==> src/rtl/fifo_rd_streamer.sv <==
// Read-side consumer of the async FIFO: pops a counted burst and replays it on a valid/ready stream.
// Optional FIFO_RD_STATS_EN build adds stall_cnt / xfer_cnt statistics ports.
//
// state | meaning
// IDLE  | waiting for start; len sampled here
// RUN   | issuing pops under output-queue credit
// DRAIN | all pops issued; waiting for the last word to be accepted
// DONE  | one-cycle done pulse, then back to IDLE
module fifo_rd_streamer #(
  parameter int W     = 8,
  parameter int LEN_W = 16,
  parameter int OQ_D  = 2
) (
  input  logic             r_clk,
  input  logic             r_rst,
  input  logic             start,
  input  logic [LEN_W-1:0] len,
  output logic             busy,
  output logic             done,
  output logic             r_en,
  input  logic             empty,
  input  logic [W-1:0]     d_out,
  output logic             m_valid,
  input  logic             m_ready,
  output logic [W-1:0]     m_data
`ifdef FIFO_RD_STATS_EN
  ,
  output logic [15:0]      stall_cnt,
  output logic [31:0]      xfer_cnt
`endif
);

  localparam int PW  = (OQ_D > 1) ? $clog2(OQ_D) : 1;
  localparam int CW  = $clog2(OQ_D + 1);
  localparam int CW1 = CW + 1;

  typedef enum logic [1:0] {S_IDLE, S_RUN, S_DRAIN, S_DONE} state_t;

  state_t           state_q, state_d;
  logic [LEN_W-1:0] rem_issue_q, rem_issue_d;
  logic [LEN_W-1:0] rem_acc_q, rem_acc_d;
  logic [W-1:0]     mem_q [OQ_D];
  logic [W-1:0]     mem_d [OQ_D];
  logic [PW-1:0]    head_q, head_d, tail_q, tail_d;
  logic [CW-1:0]    occ_q, occ_d;
  logic             inflight_q, inflight_d;
  logic             deq;
  logic [CW1-1:0]   credit_use;

  function automatic logic [PW-1:0] ptr_inc(input logic [PW-1:0] p);
    return (p == PW'(OQ_D - 1)) ? '0 : p + 1'b1;
  endfunction

  assign m_valid = (occ_q != '0);
  assign m_data  = m_valid ? mem_q[head_q] : '0;
  assign deq     = m_valid & m_ready;
  assign busy    = (state_q == S_RUN) || (state_q == S_DRAIN);
  assign done    = (state_q == S_DONE);

  // Credit counts the word already in flight, so a pop is only issued when its capture slot is guaranteed.
  assign credit_use = CW1'(occ_q) + CW1'(inflight_q) - CW1'(deq);
  assign r_en = (state_q == S_RUN) && !empty && (rem_issue_q != '0) &&
                (credit_use < CW1'(OQ_D));

  always_comb begin
    state_d     = state_q;
    rem_issue_d = rem_issue_q;
    rem_acc_d   = rem_acc_q;
    mem_d       = mem_q;
    head_d      = head_q;
    tail_d      = tail_q;
    inflight_d  = r_en;
    occ_d       = occ_q + CW'(inflight_q) - CW'(deq);

    if (inflight_q) begin
      mem_d[tail_q] = d_out;
      tail_d        = ptr_inc(tail_q);
    end
    if (deq) head_d = ptr_inc(head_q);

    if (r_en && rem_issue_q != '0) rem_issue_d = rem_issue_q - LEN_W'(1);
    if (deq && rem_acc_q != '0)    rem_acc_d   = rem_acc_q - LEN_W'(1);

    case (state_q)
      S_IDLE: begin
        if (start) begin
          rem_issue_d = len;
          rem_acc_d   = len;
          state_d     = (len == '0) ? S_DONE : S_RUN;
        end
      end
      S_RUN:   if (r_en && rem_issue_q == LEN_W'(1)) state_d = S_DRAIN;
      S_DRAIN: if (rem_acc_q == '0) state_d = S_DONE;
      S_DONE:  state_d = S_IDLE;
      default: state_d = S_IDLE;
    endcase
  end

  always_ff @(posedge r_clk) begin
    if (r_rst) begin
      state_q     <= S_IDLE;
      rem_issue_q <= '0;
      rem_acc_q   <= '0;
      head_q      <= '0;
      tail_q      <= '0;
      occ_q       <= '0;
      inflight_q  <= 1'b0;
      for (int i = 0; i < OQ_D; i++) mem_q[i] <= '0;
    end else begin
      state_q     <= state_d;
      rem_issue_q <= rem_issue_d;
      rem_acc_q   <= rem_acc_d;
      head_q      <= head_d;
      tail_q      <= tail_d;
      occ_q       <= occ_d;
      inflight_q  <= inflight_d;
      mem_q       <= mem_d;
    end
  end

`ifdef FIFO_RD_STATS_EN
  logic [15:0] stall_cnt_q, stall_cnt_d;
  logic [31:0] xfer_cnt_q, xfer_cnt_d;

  always_comb begin
    stall_cnt_d = stall_cnt_q;
    if (state_q == S_RUN && empty && stall_cnt_q != '1) stall_cnt_d = stall_cnt_q + 16'd1;
    xfer_cnt_d = xfer_cnt_q + 32'(deq);
  end

  always_ff @(posedge r_clk) begin
    if (r_rst) begin
      stall_cnt_q <= '0;
      xfer_cnt_q  <= '0;
    end else begin
      stall_cnt_q <= stall_cnt_d;
      xfer_cnt_q  <= xfer_cnt_d;
    end
  end

  assign stall_cnt = stall_cnt_q;
  assign xfer_cnt  = xfer_cnt_q;
`endif

endmodule

==> config.mk <==
export PLATFORM = sky130hd
export DESIGN_NAME = fifo_rd_streamer
export DESIGN_NICKNAME = d
export VERILOG_FILES = /design/src/rtl/fifo_rd_streamer.sv
export SDC_FILE = /design/constraint.sdc
export NUM_CORES = 1
export LEC_CHECK = 0
export CELL_PAD_IN_SITES_DETAIL_PLACEMENT = 1
export CELL_PAD_IN_SITES_GLOBAL_PLACEMENT = 1
export CORE_UTILIZATION = 30
export CTS_CLUSTER_DIAMETER = 120
export CTS_CLUSTER_SIZE = 14
export DETAILED_ROUTE_END_ITERATION = 12
export PLACE_DENSITY = 0.71
export SETUP_SLACK_MARGIN = 0.3
export SYNTH_ARGS = -nofsm -noshare
export SYNTH_HDL_FRONTEND = slang
export SYNTH_SLANG_ARGS = --single-unit
==> constraint.sdc <==
create_clock -name r_clk -period 3.85 [get_ports r_clk]
set_input_delay 0.77 -clock r_clk [delete_from_list [all_inputs] [get_ports r_clk]]
set_output_delay 0.77 -clock r_clk [all_outputs]
set_load 0.05 [all_outputs]
* Word level (Yosys, flattened, before mapping)
Index checks and enable logic that the tools add are counted.
Storage, ports and cells: input bits 29, flip-flop bits (word level) 55, output and inout port bits 12
Operators by class: eq/ne operators 7, add/sub/neg operators 8, bitwise gates (word level) 3, order comparisons 4, reductions and logical operators 16, muxes and demuxes 20
Operators with widths (number):
- 16-bit two-way mux | 6
- 8-bit two-way mux | 5
- 16-bit logical NOT | 2
- 16-bit nonzero test | 2
- 16-bit by 1-bit subtractor with 16-bit output (second input constant) | 2
- 16-bit bitwise mux | 1
- 16-bit by 1-bit equality test with 1-bit output (second input constant) | 1
- 8-bit demux with 1-bit select | 1
- 2-bit two-way mux | 4
- 2-bit case mux with 4 select lines | 1
- 1-bit logical AND | 7
- 2-bit equality test (second input constant) | 2
- 2-bit >= comparator (second input constant) | 2
- 2-bit by 1-bit inequality test with 1-bit output (second input constant) | 2
- 1-bit inverter with 2-bit output | 2
- 2-bit by 1-bit adder with 3-bit output | 1
- 3-bit by 2-bit less-than comparator with 1-bit output (second input constant) | 1
- 3-bit AND reduction | 1
- 3-bit by 1-bit subtractor with 3-bit output | 1
- 1-bit adder (second input constant) | 2
- 2-bit by 1-bit adder with 2-bit output | 1
- 2-bit by 1-bit equality test with 1-bit output (second input constant) | 1
- 2-bit logical NOT | 1
- 2-bit by 1-bit less-than comparator with 1-bit output (second input constant) | 1
- other kinds (7) | 8

* Logic depth before layout (Yosys ltp)
Gate-level depths: netlist of the first run.
depth in word-level cells 9, gate-level depth with buffers 12, gate-level depth less buffers 11

* Worst setup path after synthesis of the first run
Ideal clock, no wire load.
path type in2out, start input m_ready, end output r_en, data arrival time 3.865 ns, cell stages on the path 8, slack -0.785 ns, path through o21ai_1 > inv_1 > ha_1 > inv_1 > ha_1 > fa_1 > or3b_1 > a211oi_1
Between the ends: longest elaborated chain between the ends 4
Ends and longest elaborated chain:
- start: declaration | line 24 | input logic m_ready,
- 1-bit bitwise AND | line 56 | assign deq = m_valid & m_ready;
- via deq | line 47 | logic deq;
- 3-bit by 1-bit subtractor with 3-bit output | line 61 | assign credit_use = CW1'(occ_q) + CW1'(inflight_q) - CW1'(deq);
- via credit_use[1] | line 48 | logic [CW1-1:0] credit_use;
- 3-bit by 2-bit less-than comparator with 1-bit output | line 63 | (credit_use < CW1'(OQ_D));
- 1-bit logical AND | line 62 | assign r_en = (state_q == S_RUN) && !empty && (rem_issue_q != '0) &&
- end: declaration | line 20 | output logic r_en,
The timed path passes the listed nets, and every way through them passes these cells.

* Worst setup path after layout of the first run
Ends and elaborated chain as after synthesis.

==> results of run 1 <==
-- worst max-delay path, cell delays in order --
cell and delay, ps:
buf_2 120, o21ai_4 60, inv_2 70, ha_4 260, inv_2 30, ha_4 140, fa_1 460, or3b_4 400
a211oi_4 250, buf_12 180
-- cells in the final DEF (no fill, tap or decap), types with 14 or more instances in the layout --
cell | netlist | layout
inv_1 | 16 | 14
nand2_1 | 31 | 31
buf_4 | 0 | 14
xor2_1 | 24 | 24
clkdlybuf4s50_1 | 0 | 38
a21oi_1 | 51 | 51
dfxtp_1 | 55 | 55
o21bai_1 | 15 | 15
nand3_1 | 18 | 18
nor2_1 | 24 | 24
-- kinds of logic (layout without fill, tap and decap cells) --
family / count (synthesis) / after routing / share of synthesized area (%)
multiplexers: 8 / 8 / 2.76
AND/OR/NAND/NOR: 127 / 127 / 22.8
AO/OA/AOI/OAI: 83 / 83 / 17.1
XOR/XNOR: 30 / 30 / 9.07
adder cells (fa/ha/maj): 13 / 13 / 5.87
buffers and inverters: 33 / 78 / 4.32
flip-flops: 55 / 55 / 38.0
-- final timing paths --
check | startpoint | endpoint | slack (ps) | cells past startpoint
max | m_ready | r_en | 350 | 10
min | mem_q[11] | mem_q[11] | 460 | 2
max reg2reg | occ_q[1] | rem_issue_q[15] | 570 | 12
min reg2reg | mem_q[11] | mem_q[11] | 460 | 2
-- cell type report --
cell class,instances,share of cell area (%)
Sequential cell,55,30.1
Clock inverter,2,0.444
Clock buffer,6,2.25
Inverter,16,1.64
Timing Repair Buffer,54,13.9
Multi-Input combinational cell,261,47.3
Tap cell,129,4.41
-- registers in the layout (all words and copies together) (netlist names) --
signal       cells
mem_q           16
rem_acc_q       16
rem_issue_q     16
occ_q            2
state_q          2
head_q           1
inflight_q       1
tail_q           1
-- per-stage QoR --
step / total power, mW / hold slack [ps]
6_report: 2.48 / 463
5_1_grt: 2.70 / 492
4_1_cts: 2.51 / 464
3_5_place_dp: 2.14 / 448
3_3_place_gp: 2.11 / 442
2_1_floorplan: 1.76 / 436
-- power breakdown --
part	switching, mW	internal, mW	leakage, nW
clock network	0.204	0.148	0.0474
logic	0.736	0.520	0.760
registers	0.166	0.711	0.451
-- per-layer routing --
metal	up-vias	share of wire [%]
li1	1322	-
met1	1289	47
met2	35	48
met3	10	3.1
met4	0	1.8
met5	-	0
-- repair_timing --
item	in CTS	in global routing
gates resized for setup	4	0
setup buffers	2	0
hold buffers	0	0
pin swaps	3	0
endpoints found under the setup margin	9	1
==> metrics.md, run 1 <==
| Metric | Value |
|---|---|
| Std cell rows | `35` |
| Most utilized layer in the global route result | `met2` |
| Share of synthesized flip-flops with an asynchronous set or reset | `0%` |
| Routability cong. | `0.798` |
| Initial antenna violation count | `0` |
| Setup repair after global routing missed its margin | `true` |
| IR drop worst, VDD | `0.382 mV` |
| Met3 routing resource usage after global routing | `2.44%` |
| Result of the run | `finished clean` |
| Number of distinct standard cells referenced by the synthesized netlist | `45` |
| Layout Utilization | `39.5%` |
| 1st-pass router iterations | `4` |
| Buffers on Ports | `40` |
| Leftover overflow at the end of global routing | `0` |
| Critical path data required time | `3080 ps` |
| Pre-CTS setup slack | `-146 ps` |
| Total clock buffers created by CTS | `5` |
| Final instance area | `3660 µm²` |
| DRC violations left | `0` |
| Area occupied by registers | `1100 µm²` |
| Clock tree from TritonCTS | `done` |
| Antenna cells | `0` |
| Per-cell via count in the routed design | `5.08` |
| Number of primary I/O pins | `41` |
| Root buffer selected by CTS | `clkbuf_8` |
| Post-Syn Area per Cell | `8.30 µm²` |
| Final hold violation count | `0` |
| Total Neg Setup Slack | `0 ps` |
| Met1 Track Usage GR | `21.4%` |
| Clock Latency Late Sink | `320 ps` |
| Global-route wire length before repair | `13300 µm` |
| Syn nets | `391` |
| Capturing element type of the critical path | `output pin` |
| Sequential-to-total area share from yosys stat | `38.0%` |
| Count of flip-flops with a built-in enable after synthesis | `0` |
| Wire length reported by the detailed router | `7850 µm` |
| Final #Nets | `435` |
| Normalized max-slew margin | `44.4%` |
| Hold/Removal Path Class | `flip-flop to flip-flop` |
| Number of filler cells placed in the layout | `1112` |
| Detailed-route via count | `2656` |
| Cell type with the highest aggregate area in the netlist | `dfxtp_1` |
| Global Route met2 Usage | `29.2%` |
| Proportion of netlist area held by the largest area contributor | `38.0%` |
| Die Width | `100 µm` |
| Library cell with the highest instance count after synthesis | `dfxtp_1` |
| Leading post-synthesis cells by instance count | `dfxtp_1, a21oi_1, nand2_1` |
| Number of cells produced by synthesis | `349` |
| Tcrit/Tclk final | `91.0%` |
| Areal power density over the cells | `678 nW/µm²` |
| Non-filler cells, final | `523` |
| Average detailed-routed wire length per instance | `15.0 µm` |
| Category of the most critical setup path | `input pin to output pin` |
| Slack of the critical path | `348 ps` |
| Largest buffer count on any clock path | `2` |
| Maximum number of pins on one net before global-route repair | `49` |
| Count of final setup violators | `0` |
| Cells taking the most area after synthesis | `dfxtp_1, a21oi_1, xor2_1` |
| Pleak | `1.26 nW` |
| Placed Area | `3550 µm²` |
| Post-route antenna net violation count | `0` |
| CP Max Fanout | `2` |
| Die outline area | `10100 µm²` |
| CTS Sinks | `55` |
| Area occupied by multi-input gates | `1730 µm²` |
| Clock slew at the register clock pins of the worst setup and hold paths | `110 ps` |
| Minimum period implied by the final worst setup slack | `3500 ps` |
| Primary flip-flop cell chosen by synthesis mapping | `dfxtp_1` |
| Total standard cell area after synthesis | `2900 µm²` |
| CTS H-Tree Depth | `2` |
| Area Overhead vs Synth | `26.4%` |
| Post-Route Skew | `10.6 ps` |
| Max capacitance violation total | `0` |
| Slew at the pin closest to its max-slew limit | `831 ps` |
| Layout cells sized above 1 | `9.39%` |
| Number of warning messages in the yosys log | `0` |
| Final HPWL from detailed placement | `5960 µm` |
| Number of global-route vias before repair | `2754` |
| Height of the die | `100 µm` |
| Highest Clock Rate | `286 MHz` |
| Std-Cell Core Area | `9280 µm²` |
| GRT Resource Usage Total | `16.7%` |
| Initial cell density of the core | `31.2%` |
| Register bit count reported by yosys | `55` |
| Iter 0 DRT Violations | `80` |
| Total count of max-transition violations in the final report | `0` |
| Element type at the critical path start | `input pin` |
| Number of cells in the design after placement | `513` |
| Critical path arrival | `2730 ps` |
Power figures use the tool's default switching activity.
==> run 2, diff against run 1 <==
Settings changed: CORE_UTILIZATION 30 to 35, PLACE_DENSITY 0.71 to 0.8.
==> metrics.md, run 2 (same netlist as run 1, synthesis figures left out) <==
| Metric | Value |
|---|---|
| Setup repair after global routing missed its margin | `true` |
| Areal power density over the cells | `684 nW/µm²` |
| Wire length reported by the detailed router | `7980 µm` |
| CTS H-Tree Depth | `2` |
| IR drop worst, VDD | `0.396 mV` |
| Routability cong. | `0.807` |
| Average detailed-routed wire length per instance | `16.0 µm` |
| CP Max Fanout | `2` |
| Normalized max-slew margin | `33.7%` |
| Regs by FF count | `mem_q x16, rem_acc_q x16, rem_issue_q x16` |
| Clock slew at the register clock pins of the worst setup and hold paths | `110 ps` |
| Final hold violation count | `0` |
| 1st-pass router iterations | `4` |
| Critical path arrival | `2740 ps` |
| Final #Nets | `437` |
| Die outline area | `8650 µm²` |
| Slew at the pin closest to its max-slew limit | `993 ps` |
| Layout Utilization | `46.5%` |
| Hold/Removal Path Class | `flip-flop to flip-flop` |
| Critical path data required time | `3080 ps` |
| Non-filler cells, final | `498` |
| Post-Route Skew | `14.9 ps` |
| Layout cells sized above 1 | `10.1%` |
| Post-route antenna net violation count | `0` |
| Initial antenna violation count | `0` |
| Global-route wire length before repair | `13300 µm` |
| Largest buffer count on any clock path | `2` |
| Register-to-Register Path Depth | `12` |
| Minimum period implied by the final worst setup slack | `3510 ps` |
| Number of primary I/O pins | `41` |
| Tcrit/Tclk final | `91.3%` |
| Leftover overflow at the end of global routing | `0` |
| Worst hold endpoint | `mem_q[11]` |
| GRT Resource Usage Total | `19.5%` |
| Iter 0 DRT Violations | `67` |
| Element type at the critical path start | `input pin` |
| Area Overhead vs Synth | `25.8%` |
| Total count of max-transition violations in the final report | `0` |
| Critical R2R Capture | `rem_issue_q[15]` |
| Std cell rows | `32` |
| Max capacitance violation total | `0` |
| Detailed-route via count | `2648` |
| Maximum number of pins on one net before global-route repair | `31` |
| Antenna cells | `0` |
| Capturing element type of the critical path | `output pin` |
| Initial cell density of the core | `36.9%` |
| Worst Hold Path Cells | `2` |
| Result of the run | `finished clean` |
| DRC violations left | `0` |
| Number of global-route vias before repair | `2707` |
| Root buffer selected by CTS | `clkbuf_8` |
| Highest Clock Rate | `285 MHz` |
| Category of the most critical setup path | `input pin to output pin` |
| Hold Path Origin | `mem_q[11]` |
| Total clock buffers created by CTS | `5` |
| Per-cell via count in the routed design | `5.32` |
| Buffers on Ports | `40` |
| Count of final setup violators | `0` |
| Most common library cell in the layout ignoring fill and taps | `dfxtp_1` |
| Quantity of hold-fixing buffers added after cts | `0` |
| Die Width | `93.0 µm` |
| CTS Sinks | `55` |
| Final HPWL from detailed placement | `6220 µm` |
| R2R Path Start | `occ_q[0]` |
| Clock Latency Late Sink | `310 ps` |
| Commonest cells after routing, fill and taps aside | `dfxtp_1, a21oi_1, clkdlybuf4s50_1` |
| Height of the die | `93.0 µm` |
| Clock tree from TritonCTS | `done` |
| R2R setup slack | `530 ps` |
| Pleak | `1.27 nW` |
| Std-Cell Core Area | `7850 µm²` |
| Number of cells in the design after placement | `488` |
| Number of filler cells placed in the layout | `934` |
## run 2: cell count changes in the layout (fill, tap and decap cells not counted)
cell	delta
buf_6	+1
clkinv_2	+1
buf_4	+2
buf_2	-1
dfxtp_1	-1
dfxtp_2	+1
inv_8	+1
clkinv_4	-1
clkbuf_8	-1
## run 2: repair_timing
item,CTS,global route
gates resized for setup,6,1
endpoints found under the setup margin,8,2
buffers inserted,2,0
pin swaps,4,0
## run 2: worst max path at each step
stage                  from    to  slack [ps]  cells after the start
CTS                 m_ready  r_en         320                     10
detailed placement  m_ready  r_en        -190                     10
finish              m_ready  r_en         340                     10
global placement    m_ready  r_en        -160                     10
floorplan           m_ready  r_en         180                      8
global route        m_ready  r_en         270                     10
## run 2: final cells by class
type	count	area [µm²]	area share (%)
sequential	55	1100	30.2
inverter	16	60.1	1.65
multi-input combinational	261	1730	47.5
tap	102	128	3.50
clock buffer	5	68.8	1.89
clock inverter	3	23.8	0.652
timing repair buffer	56	532	14.6
## run 2: through the flow
step / power (mW) / setup slack (ps) / hold slack [ps] / setup TNS [ps] / area [µm²]
after floorplan: 1.76 / 183 / 436 / 0 / 2960
after global placement: 2.10 / -157 / 442 / -290 / 3540
after detailed placement: 2.16 / -195 / 448 / -747 / 3540
after CTS: 2.51 / 324 / 464 / 0 / 3640
after global routing: 2.69 / 267 / 489 / 0 / 3650
final: 2.49 / 336 / 462 / 0 / 3650
## run 2: report_power, final
part	internal (mW)	switching (mW)	total (mW)
sequential	0.713	0.171	0.884
combinational	0.529	0.750	1.28
clock	0.132	0.199	0.331
total	1.37	1.12	2.49
## run 2: layer usage
metal / share of wire (%) / vias to the layer above / global-route usage [%]
met5: 0 / - / 0
met2: 50 / 29 / 34.9
met4: 0.38 / 0 / 3.59
li1: - / 1325 / -
met1: 47 / 1292 / 25.0
met3: 2.8 / 2 / 2.93
## run 2: critical path, cell delays in order
cell and delay, ps:
buf_6 100, o21ai_4 60, inv_2 70, ha_4 260
inv_2 30, ha_4 140, fa_1 480, or3b_4 410
a211oi_4 240, buf_12 180
==> run 3, diff against run 2 <==
Settings changed: CORE_MARGIN from default to 2.
Clock period 3.85 ns to 2.95 ns, I/O delays scaled along.
==> metrics.md, run 3 (same netlist as run 1, synthesis figures left out) <==
| Metric | Value |
|---|---|
| Number of filler cells placed in the layout | `945` |
| Number of gates on the worst path with buffers counted | `10` |
| Total Neg Setup Slack | `-1080 ps` |
| Hold/Removal Path Class | `flip-flop to flip-flop` |
| Normalized max-slew margin | `41.2%` |
| Detailed-route via count | `2751` |
| Wire length reported by the detailed router | `8420 µm` |
| Die Width | `95.0 µm` |
| Final hold violation count | `0` |
| Capturing element type of the critical path | `output pin` |
| Regs by FF count | `mem_q x16, rem_acc_q x16, rem_issue_q x16` |
| R2R Path Start | `occ_q[1]` |
| GRT Resource Usage Total | `19.2%` |
| Worst setup path startpoint | `occ_q[1]` |
| Proportion of total power due to net switching | `44.5%` |
| Slew at the pin closest to its max-slew limit | `879 ps` |
| Leftover overflow at the end of global routing | `0` |
| Setup repair after global routing missed its margin | `true` |
| Number of global-route vias before repair | `2749` |
| Pleak | `1.50 nW` |
| Maximum number of pins on one net before global-route repair | `35` |
| Category of the most critical setup path | `flip-flop to output pin` |
| Violated checks | `setup timing` |
| Critical R2R Capture | `rem_issue_q[15]` |
| Initial antenna violation count | `0` |
| Areal power density over the cells | `913 nW/µm²` |
| Slack of the critical path | `-373 ps` |
| Area Overhead vs Synth | `33.6%` |
| Worst hold margin | `460 ps` |
| Initial cell density of the core | `35.6%` |
| Element type at the critical path start | `flip-flop` |
| Critical-path cell list | `o21ai_4 -> inv_2 -> ha_4 -> inv_2 -> ha_4 -> fa_2 -> or3b_4 -> buf_6 -> a211oi_4 -> buf_12` |
| CP Max Fanout | `2` |
| Highest Clock Rate | `301 MHz` |
| Largest buffer count on any clock path | `2` |
| Tcrit/Tclk final | `113%` |
| Clock slew at the register clock pins of the worst setup and hold paths | `100 ps` |
| Area occupied by registers | `1100 µm²` |
| Root buffer selected by CTS | `clkbuf_8` |
| Number of buffer and inverter instances along the worst setup path | `4` |
| Sequential cell fraction of total power | `32.4%` |
| IR drop worst, VDD | `0.417 mV` |
| Count of final setup violators | `4` |
| Final #Nets | `452` |
| Minimum period implied by the final worst setup slack | `3320 ps` |
| Library cell contributing the largest single delay on the critical path | `fa_2` |
| Post-route antenna net violation count | `0` |
| Cell internal power dissipation | `1.96 mW` |
| Area occupied by multi-input gates | `1810 µm²` |
| Largest delay share family, worst path | `adder cells` |
| Total count of max-transition violations in the final report | `0` |
| DRC violations left | `0` |
| Max capacitance violation total | `0` |
| P_sw | `1.57 mW` |
| Per-cell via count in the routed design | `5.33` |
| Routability cong. | `0.807` |
| R2R setup slack | `-370 ps` |
| Maximum cell stage delay along the critical path | `430 ps` |
| Buffers on Ports | `40` |
| 1st-pass router iterations | `4` |
| Clock tree from TritonCTS | `done` |
| Std cell rows | `33` |
| Critical path data required time | `2360 ps` |
| Layout cells sized above 1 | `16.5%` |
| Result of the run | `complete, but fails checks` |
| Post-Route Skew | `6.45 ps` |
| Global-route wire length before repair | `13400 µm` |
| Clock Latency Late Sink | `310 ps` |
| Std-Cell Core Area | `8130 µm²` |
| CTS Sinks | `55` |
| Register-to-Register Path Depth | `13` |
| Final HPWL from detailed placement | `6100 µm` |
| Most common library cell in the layout ignoring fill and taps | `dfxtp_1` |
| Combinational cell fraction of total power | `55.8%` |
| Die outline area | `9020 µm²` |
| Destination of the critical timing path | `r_en` |
| CTS H-Tree Depth | `2` |
| Commonest cells after routing, fill and taps aside | `dfxtp_1, a21oi_1, nand2_1` |
| Critical path arrival | `2730 ps` |
| Number of primary I/O pins | `41` |
| Average detailed-routed wire length per instance | `16.3 µm` |
| Antenna cells | `0` |
| Total clock buffers created by CTS | `5` |
| Height of the die | `95.0 µm` |
| Quantity of hold-fixing buffers added after cts | `0` |
| Iter 0 DRT Violations | `100` |
| Part of the total power dissipated in the clock network | `11.8%` |
==> run 3: worst min-delay path: stages (launching register included) <==
cell and delay, ps:
dfxtp_1 320, nand2_1 50, a21oi_1 50
==> run 3: how the worst min path moves through the flow <==
stage	startpoint	endpoint	cells past startpoint
global placement	mem_q[7]	mem_q[7]	2
CTS	mem_q[10]	mem_q[10]	2
global route	mem_q[12]	mem_q[12]	2
floorplan	mem_q[10]	mem_q[10]	2
finish	mem_q[1]	mem_q[1]	2
detailed placement	mem_q[10]	mem_q[10]	2
==> run 3: cell type report <==
class	count	area share (%)
clock buffers	6	1.87
clock inverters	2	0.323
inverters	16	1.55
multi-input cells	261	46.8
flip-flops and latches	55	28.5
well taps	105	3.39
repair buffers	71	17.6
==> run 3: per-layer routing <==
layer	vias to the layer above	GRT usage [%]	share of wire [%]
li1	1360	-	-
met1	1350	25.4	46
met2	33	33.1	50
met3	8	2.15	1.9
met4	0	5.07	1.4
met5	-	0	0
==> run 3: stage by stage <==
stage	power [mW]	cells	setup WS (ps)	area [µm²]	util (%)
6_report	3.54	516	-373	3870	47.6
5_1_grt	3.81	516	-455	3870	47.6
4_1_cts	3.38	511	-380	3740	45.9
3_5_place_dp	2.88	497	-1000	3590	44.1
3_3_place_gp	2.82	497	-909	3590	44.1
2_1_floorplan	2.31	349	-560	2960	-
==> run 3: timing repair <==
action	in CTS	in global routing
setup endpoints to repair	25	28
pin swaps	12	14
gates resized for setup	14	21
setup buffers	6	5
==> run 3: power groups by stage <==
stage                     sequential, mW  clock [mW]  combinational [mW]
after global routing                1.17       0.465                2.17
after CTS                           1.13       0.428                1.82
after floorplan                     1.08           0                1.23
after detailed placement            1.15           0                1.73
final                               1.15       0.416                1.97
after global placement              1.14           0                1.68
==> edit: new RTL, config.mk and constraints of run 2 <==
Change the parameter `LEN_W` from 16 to 8.
--- a/src/rtl/fifo_rd_streamer.sv
+++ b/src/rtl/fifo_rd_streamer.sv
@@ -8,7 +8,7 @@
 // DONE  | one-cycle done pulse, then back to IDLE
 module fifo_rd_streamer #(
   parameter int W     = 8,
-  parameter int LEN_W = 16,
+  parameter int LEN_W = 8,
   parameter int OQ_D  = 2
 ) (
   input  logic             r_clk,
Ports: changed (resized len); port bits go from 41 to 33. No check against the original RTL was run, so the function may have changed too.
==> edit against run 2 <==
Clock skew fell by 11 ps; design area down 27%; setup slack better by 100 ps; total power is 29% lower; cell count is 27% lower; routed wire length is 31% lower; first-iteration DRC count rose by 76%; area after synthesis down 28%; global-route usage decreased by 0.41 points; sequential cell count fell by 16; via count is 27% lower; critical endpoint unchanged; largest power group unchanged.
==> edit: results (changes against run 2) <==
| Metric | Value |
|---|---|
| Run status | finished, final reports clean (unchanged) |
| Pre-CTS setup slack | 19.6 ps (was -195 ps) |
| Avg WL per Cell | 15.1 microns (was 16.0 microns) |
| Post-Place Cells | 353 (was 488) |
| Number of unique standard cell types used by synthesis | 44 (was 45) |
| Die area | 6290 sq um (was 8650 sq um) |
| Sum of negative setup slack | 0 ps (unchanged) |
| Utilization after layout | 47.0% (was 46.5%) |
| Number of ordinary inverters in the final layout | 14 (was 16) |
| R2R setup slack | 750 ps (was 530 ps) |
| Multi-input logic cell count | 189 (was 261) |
| Seq_cells | 39 (was 55) |
| Clock input transition at the sequential cells of the worst setup and hold paths | 80 ps (was 110 ps) |
| Proportion of cell area occupied by multi-input gates | 46.6% (was 47.5%) |
| Global routing met3 resource utilization | 3.45% (was 2.93%) |
| Synth Warn # | 0 (unchanged) |
| Fraction of layout instances using a drive strength above 1 | 10.6% (was 10.1%) |
| Final-stage net count | 326 (was 437) |
| Power dissipated by switching net loads | 749 uW (was 1.12 mW) |
| Final worst clock skew | 3.79 ps (was 14.9 ps) |
| Total cell area at the placement stage | 2530 sq um (was 3540 sq um) |
| Xor-xnor portion of the synthesized cell area | 3.35% (was 9.07%) |
| First-pass GRT wire length | 9250 microns (was 13,300 microns) |
| Compound-gate portion of the synthesized area | 15.7% (was 17.1%) |
| Worst R2R Start | occ_q[1]$_SDFF_PP0_ (was occ_q[0]$_SDFF_PP0_) |
| Number of clock buffers in the layout | 6 (was 5) |
| Worst IR Drop VDD | 384 uV (was 396 uV) |
| Non-clock buffer share of cell area | 15.4% (was 14.6%) |
| Depth of the worst register-to-register path | 13 (was 12) |
| Measured slew at the worst slew-check pin | 789 ps (was 993 ps) |
| Maximum frequency from static timing analysis | 0.293 GHz (was 0.285 GHz) |
| Post-Synthesis Net Count | 287 (was 391) |
| Fin Hold WS | 457 ps (was 462 ps) |
| Vias in the first global route | 1,958 (was 2,707) |
| Global-route total usage across every layer | 19.1% (was 19.5%) |
| Filler cell count in the final layout | 668 (was 934) |
| Sequential area share after synthesis | 37.3% (was 38.0%) |
| Critical path's slowest cell | sky130_fd_sc_hd__fa_2 (was sky130_fd_sc_hd__fa_1) |
| Hold path start | mem_q[6]$_SDFFE_PP0P_ (was mem_q[11]$_SDFFE_PP0P_) |
| Port Buffers | 32 (was 40) |
| Worst endpoint data arrival time | 2640 ps (was 2740 ps) |
| Multiplexer fraction of the synthesized cell area | 5.39% (was 2.76%) |
| First DRT Iteration DRCs | 118 (was 67) |
| Destination of the worst hold path | mem_q[6]$_SDFFE_PP0P_ (was mem_q[11]$_SDFFE_PP0P_) |
| Proportion of cell area occupied by registers | 29.4% (was 30.2%) |
| Gate Count Post-Synth | 253 (was 349) |
| Leakage power figure | 0.920 nW (was 1.27 nW) |
| Pin count of the biggest net entering global routing | 27 (was 31) |
| Met1 demand-to-capacity share in global routing | 24.2% (was 25.0%) |
| Reg-to-reg endpoint | rem_issue_q[4]$_SDFF_PP0_ (was rem_issue_q[15]$_SDFF_PP0_) |
| Clock network contribution to total cell area | 3.21% (was 2.54%) |
==> edit: changes by cell type after synthesis, moves of 5 or more <==
cell                       before  now
sky130_fd_sc_hd__xor2_1        24    1
sky130_fd_sc_hd__clkbuf_1      15   10
sky130_fd_sc_hd__nand4_1       10    1
sky130_fd_sc_hd__a21oi_1       51   26
sky130_fd_sc_hd__dfxtp_1       55   39
sky130_fd_sc_hd__nand3_1       18   13
sky130_fd_sc_hd__o21ai_0        1    9
sky130_fd_sc_hd__o21bai_1      15    0
==> edit: critical path: cells and delay by family <==
family                     cells  cell delay (ps)
and+or+nand+nor                2              400
xor gates and xnor gates       1              190
AOI/OAI and AO/OA              1               70
adders and majority gates      3              770
buffers and inverters          5              430
==> edit: cell families (layout without fill, tap and decap cells) <==
| logic type | after synthesis | after routing |
|---|---|---|
| xor+xnor | 8 | 8 |
| compound gates | 56 | 56 |
| simple gates | 101 | 101 |
| fa+ha+maj | 13 | 13 |
| buf+inv | 25 | 65 |
| flops | 39 | 39 |
| mux | 11 | 11 |
==> edit: routing by layer <==
layer	vias up	routed length [microns]
met5	-	0
met4	0	80
met3	7	162
met2	27	2750
met1	932	2540
li1	980	-
==> edit: power by group through the flow <==
stage | sequential (mW) | combinational [mW] | clock, mW
after global routing | 0.619 | 0.969 | 0.305
final | 0.603 | 0.881 | 0.279
after CTS | 0.603 | 0.844 | 0.287
after global placement | 0.602 | 0.780 | 0
after detailed placement | 0.608 | 0.801 | 0
after floorplan | 0.562 | 0.587 | 0
==> edit: what timing repair did <==
item / in CTS / in global routing
setup buffers: 2 / 2
endpoints found under the setup margin: 1 / 1
pin swaps: 3 / 4
resized for setup: 4 / 2
